## src/rtl/mux2_arbiter_if.sv

```systemverilog
// Bundle of the two requester ports and the shared-bus outputs of the round-robin arbiter.
// The requesters (master) drive requests and payloads. The arbiter (slave) returns grants and the muxed bus.
interface mux2_arbiter_if #(
    parameter int WIDTH = 32
);
    logic             req_a;
    logic             req_b;
    logic [WIDTH-1:0] data_a;
    logic [WIDTH-1:0] data_b;
    logic             bus_done;
    logic             gnt_a;
    logic             gnt_b;
    logic             choose;
    logic             bus_valid;
    logic [WIDTH-1:0] bus_data;

    modport master (
        output req_a, req_b, data_a, data_b, bus_done,
        input  gnt_a, gnt_b, choose, bus_valid, bus_data
    );

    modport slave (
        input  req_a, req_b, data_a, data_b, bus_done,
        output gnt_a, gnt_b, choose, bus_valid, bus_data
    );
endinterface

```

## src/rtl/mux2_arbiter.sv

```systemverilog
// Two-requester round-robin arbiter driving the select of a shared 2:1 data mux.
// Each grant lasts one transaction and is bounded by MAX_HOLD cycles.
//
//   state | meaning
//   IDLE  | no owner, bus_done ignored, choose=0
//   OWN_A | requester A holds the bus (gnt_a=1, choose=0)
//   OWN_B | requester B holds the bus (gnt_b=1, choose=1)

module mux2 #(
    parameter int WIDTH = 32
) (
    input  logic             sel,
    input  logic [WIDTH-1:0] a,
    input  logic [WIDTH-1:0] b,
    output logic [WIDTH-1:0] y
);
    assign y = sel ? b : a;
endmodule

module mux2_arbiter #(
    parameter int WIDTH    = 32,
    parameter int MAX_HOLD = 16
) (
    input  logic            clk,
    input  logic            rst,
    mux2_arbiter_if.slave   bus
);
    localparam int HW = (MAX_HOLD > 1) ? $clog2(MAX_HOLD) : 1;
    localparam logic [HW-1:0] HOLD_LAST = HW'(MAX_HOLD - 1);

    typedef enum logic [1:0] {IDLE, OWN_A, OWN_B} state_t;

    state_t        state_q, state_d;
    logic [HW-1:0] hold_q, hold_d;
    logic          last_b_q, last_b_d;
    logic          gnt_a_q, gnt_b_q, choose_q;
    logic          own_req, other_req, drop, hold_hit;

    always_comb begin
        state_d   = state_q;
        hold_d    = hold_q;
        last_b_d  = last_b_q;
        own_req   = (state_q == OWN_B) ? bus.req_b : bus.req_a;
        other_req = (state_q == OWN_B) ? bus.req_a : bus.req_b;
        drop      = !own_req || bus.bus_done;
        hold_hit  = (hold_q == HOLD_LAST);

        case (state_q)
            IDLE: begin
                hold_d = '0;
                // On a tie the side that did not own the bus last wins.
                if (bus.req_a && (!bus.req_b || last_b_q)) begin
                    state_d = OWN_A;
                end else if (bus.req_b) begin
                    state_d = OWN_B;
                end
            end
            OWN_A, OWN_B: begin
                if (drop || hold_hit) begin
                    last_b_d = (state_q == OWN_B);
                    hold_d   = '0;
                    if (other_req) begin
                        state_d = (state_q == OWN_A) ? OWN_B : OWN_A;
                    end else if (drop) begin
                        state_d = IDLE;
                    end
                    // A hold expiry with no contender re-grants the same owner.
                end else begin
                    hold_d = hold_q + HW'(1);
                end
            end
            default: begin
                state_d = IDLE;
                hold_d  = '0;
            end
        endcase
    end

    always_ff @(posedge clk or posedge rst) begin
        if (rst) begin
            state_q  <= IDLE;
            hold_q   <= '0;
            last_b_q <= 1'b1;
            gnt_a_q  <= 1'b0;
            gnt_b_q  <= 1'b0;
            choose_q <= 1'b0;
        end else begin
            state_q  <= state_d;
            hold_q   <= hold_d;
            last_b_q <= last_b_d;
            gnt_a_q  <= (state_d == OWN_A);
            gnt_b_q  <= (state_d == OWN_B);
            choose_q <= (state_d == OWN_B);
        end
    end

    assign bus.gnt_a     = gnt_a_q;
    assign bus.gnt_b     = gnt_b_q;
    assign bus.choose    = choose_q;
    assign bus.bus_valid = (gnt_a_q & bus.req_a) | (gnt_b_q & bus.req_b);

    mux2 #(.WIDTH(WIDTH)) u_mux (
        .sel (choose_q),
        .a   (bus.data_a),
        .b   (bus.data_b),
        .y   (bus.bus_data)
    );
endmodule

```

## src/flat_wrapper.sv

```systemverilog
// flat-port wrapper written by rule: the top's interface ports become plain ports
module mux2_arbiter_flat 
#(
    parameter int WIDTH    = 32,
    parameter int MAX_HOLD = 16
)
  (clk, rst, bus_req_a, bus_req_b, bus_data_a, bus_data_b, bus_bus_done, bus_gnt_a, bus_gnt_b, bus_choose, bus_bus_valid, bus_bus_data);
  mux2_arbiter_if #(.WIDTH(WIDTH)) bus_i ();
  input  logic clk;
  input  logic rst;
  input wire logic [$bits(bus_i.req_a)-1:0] bus_req_a;
  input wire logic [$bits(bus_i.req_b)-1:0] bus_req_b;
  input wire logic [$bits(bus_i.data_a)-1:0] bus_data_a;
  input wire logic [$bits(bus_i.data_b)-1:0] bus_data_b;
  input wire logic [$bits(bus_i.bus_done)-1:0] bus_bus_done;
  output wire logic [$bits(bus_i.gnt_a)-1:0] bus_gnt_a;
  output wire logic [$bits(bus_i.gnt_b)-1:0] bus_gnt_b;
  output wire logic [$bits(bus_i.choose)-1:0] bus_choose;
  output wire logic [$bits(bus_i.bus_valid)-1:0] bus_bus_valid;
  output wire logic [$bits(bus_i.bus_data)-1:0] bus_bus_data;
  assign bus_i.req_a = bus_req_a;
  assign bus_i.req_b = bus_req_b;
  assign bus_i.data_a = bus_data_a;
  assign bus_i.data_b = bus_data_b;
  assign bus_i.bus_done = bus_bus_done;
  assign bus_gnt_a = bus_i.gnt_a;
  assign bus_gnt_b = bus_i.gnt_b;
  assign bus_choose = bus_i.choose;
  assign bus_bus_valid = bus_i.bus_valid;
  assign bus_bus_data = bus_i.bus_data;
  mux2_arbiter #(.WIDTH(WIDTH), .MAX_HOLD(MAX_HOLD)) u_core (.clk(clk), .rst(rst), .bus(bus_i));
endmodule
```

## config.mk

```make
export PLATFORM = sky130hd
export DESIGN_NAME = mux2_arbiter_flat
export DESIGN_NICKNAME = d
export VERILOG_FILES = /design/src/rtl/mux2_arbiter_if.sv /design/src/rtl/mux2_arbiter.sv /design/src/flat_wrapper.sv
export SDC_FILE = /design/constraint.sdc
export NUM_CORES = 1
export LEC_CHECK = 0
export ABC_CLOCK_PERIOD_IN_PS = 2200
export BUFFER_PORTS_ARGS = -buffer_cell sky130_fd_sc_hd__buf_2
export CORE_MARGIN = 4
export CORE_UTILIZATION = 32
export CTS_CLUSTER_DIAMETER = 80
export DETAILED_ROUTE_END_ITERATION = 6
export GPL_ROUTABILITY_DRIVEN = 0
export GPL_TIMING_DRIVEN = 0
export HOLD_SLACK_MARGIN = 0.1
export PLACE_DENSITY = 0.77
export SLEW_MARGIN = 20
export SYNTH_ARGS = -nofsm -noshare
export SYNTH_HDL_FRONTEND = slang
export SYNTH_SLANG_ARGS = --single-unit
```

## constraint.sdc

```tcl
create_clock -name clk -period 2.2 [get_ports clk]
set_clock_uncertainty 0.1 [all_clocks]
set_input_delay 0.22 -clock clk [delete_from_list [all_inputs] [get_ports clk]]
set_output_delay 0.22 -clock clk [all_outputs]
set_load 0.01 [all_outputs]
```

==> results.sh <==
export IMPL_r2r_start="u_core.state_q[0]"
export IMPL_critPathKind="reg2reg"
export IMPL_syn_inst=98
export IMPL_worstPathArrival_ns=2.14
export IMPL_hold_worst_slack_ns=0.203
export IMPL_power_leakage_nw=0.834
export IMPL_layout_drive_gt1_share_pct=73.8
export IMPL_grt_max_degree=11
export IMPL_drt_wl_total_mm=3.36
export IMPL_rsz0062_at_grt="false"
export IMPL_clock_sinks=9
export IMPL_start_util_pct=33.0
export IMPL_worstPathMaxFanout=5
export IMPL_rows=20
export IMPL_setup_slack_ns=0.104
export IMPL_first_pass_iters=4
export IMPL_numPortBuffers=104
export IMPL_pin_count=105
export IMPL_syn_avg_cell_area_um2=10.2
export IMPL_synth_top_cell_area_share_pct=36.1
export IMPL_fin_area_um2=1640
export IMPL_max_clock_freq_mhz=477
export IMPL_nets=281
export IMPL_holdCritPathClass="in2reg"
export IMPL_clkSlewWorstSetupHoldPaths_ns=0.06
export IMPL_antenna_found_initial=0
export IMPL_synth_distinct_cells=30
export IMPL_ys_ff_latch=9
export IMPL_hpwl_mm=2.96
export IMPL_post_drt_wl_per_cell_um=13.4
export IMPL_clock_path_buffers=2
export IMPL_status="finished, final reports clean"
export IMPL_worstSkewPairLatency_ns=0.25
export IMPL_drc=0
export IMPL_core_area_um2=3030
export IMPL_htree_levels=1
export IMPL_drtIter0Drc=24
export IMPL_place_ws_ns=0.000804
export IMPL_yosys_warnings=0
export IMPL_drv_cap=0
export IMPL_synth_area_leaders="mux2_2, dfrtp_1, ha_1"
export IMPL_placed_area_um2=1570
export IMPL_p_per_area_nw_per_um2=841
export IMPL_cts_root_buf="clkbuf_4"
export IMPL_period_share_pct=95.3
export IMPL_vias=1149
export IMPL_cp_end_kind="flop"
export IMPL_post_place_cells=246
export IMPL_gr_total_overflow=0
export IMPL_die_y_um=63.9
export IMPL_grt_pass1_wl_mm=4.97
export IMPL_n_fill_cell=285
export IMPL_cts_tree="yes"
export IMPL_fin_util_pct=54.0
export IMPL_irDropWorstVdd_mv=0.489
export IMPL_numCtsBuffers=3
export IMPL_num_antenna_cells=0
export IMPL_tightest_slew_ns=0.485
export IMPL_ys_seq_area_share_pct=22.7
export IMPL_report_final_slew_viol_count=0
export IMPL_syn2layout_area_growth_pct=63.8
export IMPL_hold_path_startpoint="bus_bus_done"
export IMPL_cp_startpoint="u_core.state_q[0]"
export IMPL_syn_num_nets=172
export IMPL_syn_cell_area_um2=998
export IMPL_die_w_um=63.9
export IMPL_antenna_left=0
export IMPL_via_per_inst=4.60
export IMPL_grt_pass1_vias=1051
export IMPL_gr_usage_all_layers_pct=15.2
export IMPL_cp_required_ns=2.24
export IMPL_yosys_area_top_type="mux2_2"
export IMPL_fp_dieArea_um2=4080
export IMPL_layout_cells_non_filler=250
export IMPL_post_cts_buffers=0
export IMPL_min_period_ns=2.10
export IMPL_startpoint_type="flop"
export IMPL_slew_headroom_pct=67.7
export IMPL_hold_viol=0
export IMPL_finalSetupViolCount=0
-- flip-flops by register name, summed over array words and instances, names as in the netlist --
name / cells
u_core.state_q: 2
u_core.bus.gnt_a: 1
u_core.hold_q: 4
u_core.last_b_q: 1
u_core.bus.gnt_b: 1
-- critical path: stages, from the launching register on --
cell and delay (ns):
dfrtp_2 0.44, inv_1 0.12, ha_4 0.18, mux2_4 0.31, a2111oi_4 0.38, a21boi_2 0.14
a2111oi_2 0.31
-- metal layers --
layer / wire length [um] / vias up / track usage, %
li1: - / 570 / -
met1: 1190 / 530 / 15.8
met2: 1850 / 49 / 30.1
met3: 318 / 0 / 4.57
met4: 0 / 0 / 1.62
met5: 0 / - / 0
-- layout make-up --
| cell class | count | area (um^2) | share of cell area (%) |
|---|---|---|---|
| clock buffer | 4 | 26.3 | 1.61 |
| timing repair buffer | 105 | 531 | 32.4 |
| tap | 44 | 55.1 | 3.37 |
| multi-input combinational | 76 | 744 | 45.5 |
| sequential | 9 | 228 | 13.9 |
| buffer | 4 | 21.3 | 1.30 |
| inverter | 8 | 30.0 | 1.84 |
-- metrics by stage --
step,TNS [ns],power (mW)
final,0,1.38
after global placement,0,1.22
after detailed placement,0,1.24
after global routing,0,1.48
after CTS,-1.05,1.37
after floorplan,0,0.921
-- Yosys cell counts --
library cell  count
inv_1             8
a2111oi_2         2
a22o_1            1
ha_1              5
or3_1             1
nand3_1           2
o21a_1            1
nand2_1           1
xnor2_1           1
a22o_2            1
nor2_1            8
a21boi_2          1
dfrtp_1           8
a2111oi_4         1
nand2b_1          2
o2111a_1          2
dfstp_2           1
mux2_2           32
clkbuf_1          4
o21ba_2           1
buf_4             1
or2_0             1
mux2_4            1
o221ai_1          1
a21oi_1           3
o21ai_0           3
and3_1            1
nor2b_1           2
xor2_1            1
mux2i_1           1
-- power by group --
part	internal [mW]	total, mW	leakage, nW	switching [mW]
Clock	0.0695	0.122	0.0150	0.0520
Combinational	0.508	0.969	0.703	0.461
Sequential	0.219	0.285	0.116	0.0663
Total	0.796	1.38	0.834	0.579
-- cell usage in the layout (no fill, tap or decap), drive strengths merged --
| cell | n |
|---|---|
| buf | 105 |
| mux2 | 33 |
| inv | 8 |
| nor2 | 8 |
| dfrtp | 8 |
| clkbuf | 7 |
| ha | 5 |
| o21ai | 3 |
| a21oi | 3 |
| a2111oi | 3 |
| nor2b | 2 |
| nand2b | 2 |
| o2111a | 2 |
| nand3 | 2 |
| a22o | 2 |
| and3 | 1 |
| mux2i | 1 |
| o221ai | 1 |
| a21boi | 1 |
| nand2 | 1 |
| o21ba | 1 |
| o21a | 1 |
| or3 | 1 |
| xnor2 | 1 |
| or2 | 1 |
| xor2 | 1 |
| dlygate4sd3 | 1 |
| dfstp | 1 |
-- cell families after synthesis --
kind of cell / synth area share, %
muxes: 38.6
and+or+nand+nor: 8.77
AOI/OAI and AO/OA: 16.7
buffers and inverters: 5.26
DFF: 22.7
adders and majority gates: 6.27
xor gates and xnor gates: 1.75
-- final timing paths --
path                                         end  slack, ns  cells past startpoint
worst max-delay path            u_core.bus.gnt_b       0.10                      6
worst min-delay path            u_core.hold_q[2]       0.20                      3
worst max register to register  u_core.bus.gnt_b       0.10                      6
worst min register to register  u_core.hold_q[0]       0.36                      1
max in group asynchronous        u_core.last_b_q       1.35                      3
min in group asynchronous       u_core.hold_q[0]       0.36                      3
-- timing repair --
action,in CTS,in global routing
hold buffers,1,0
pin swaps,0,0
resized for setup,1,7
endpoints found under the setup margin,30,31
hold endpoints to repair,9,0
(Power assumes the default switching activity.)
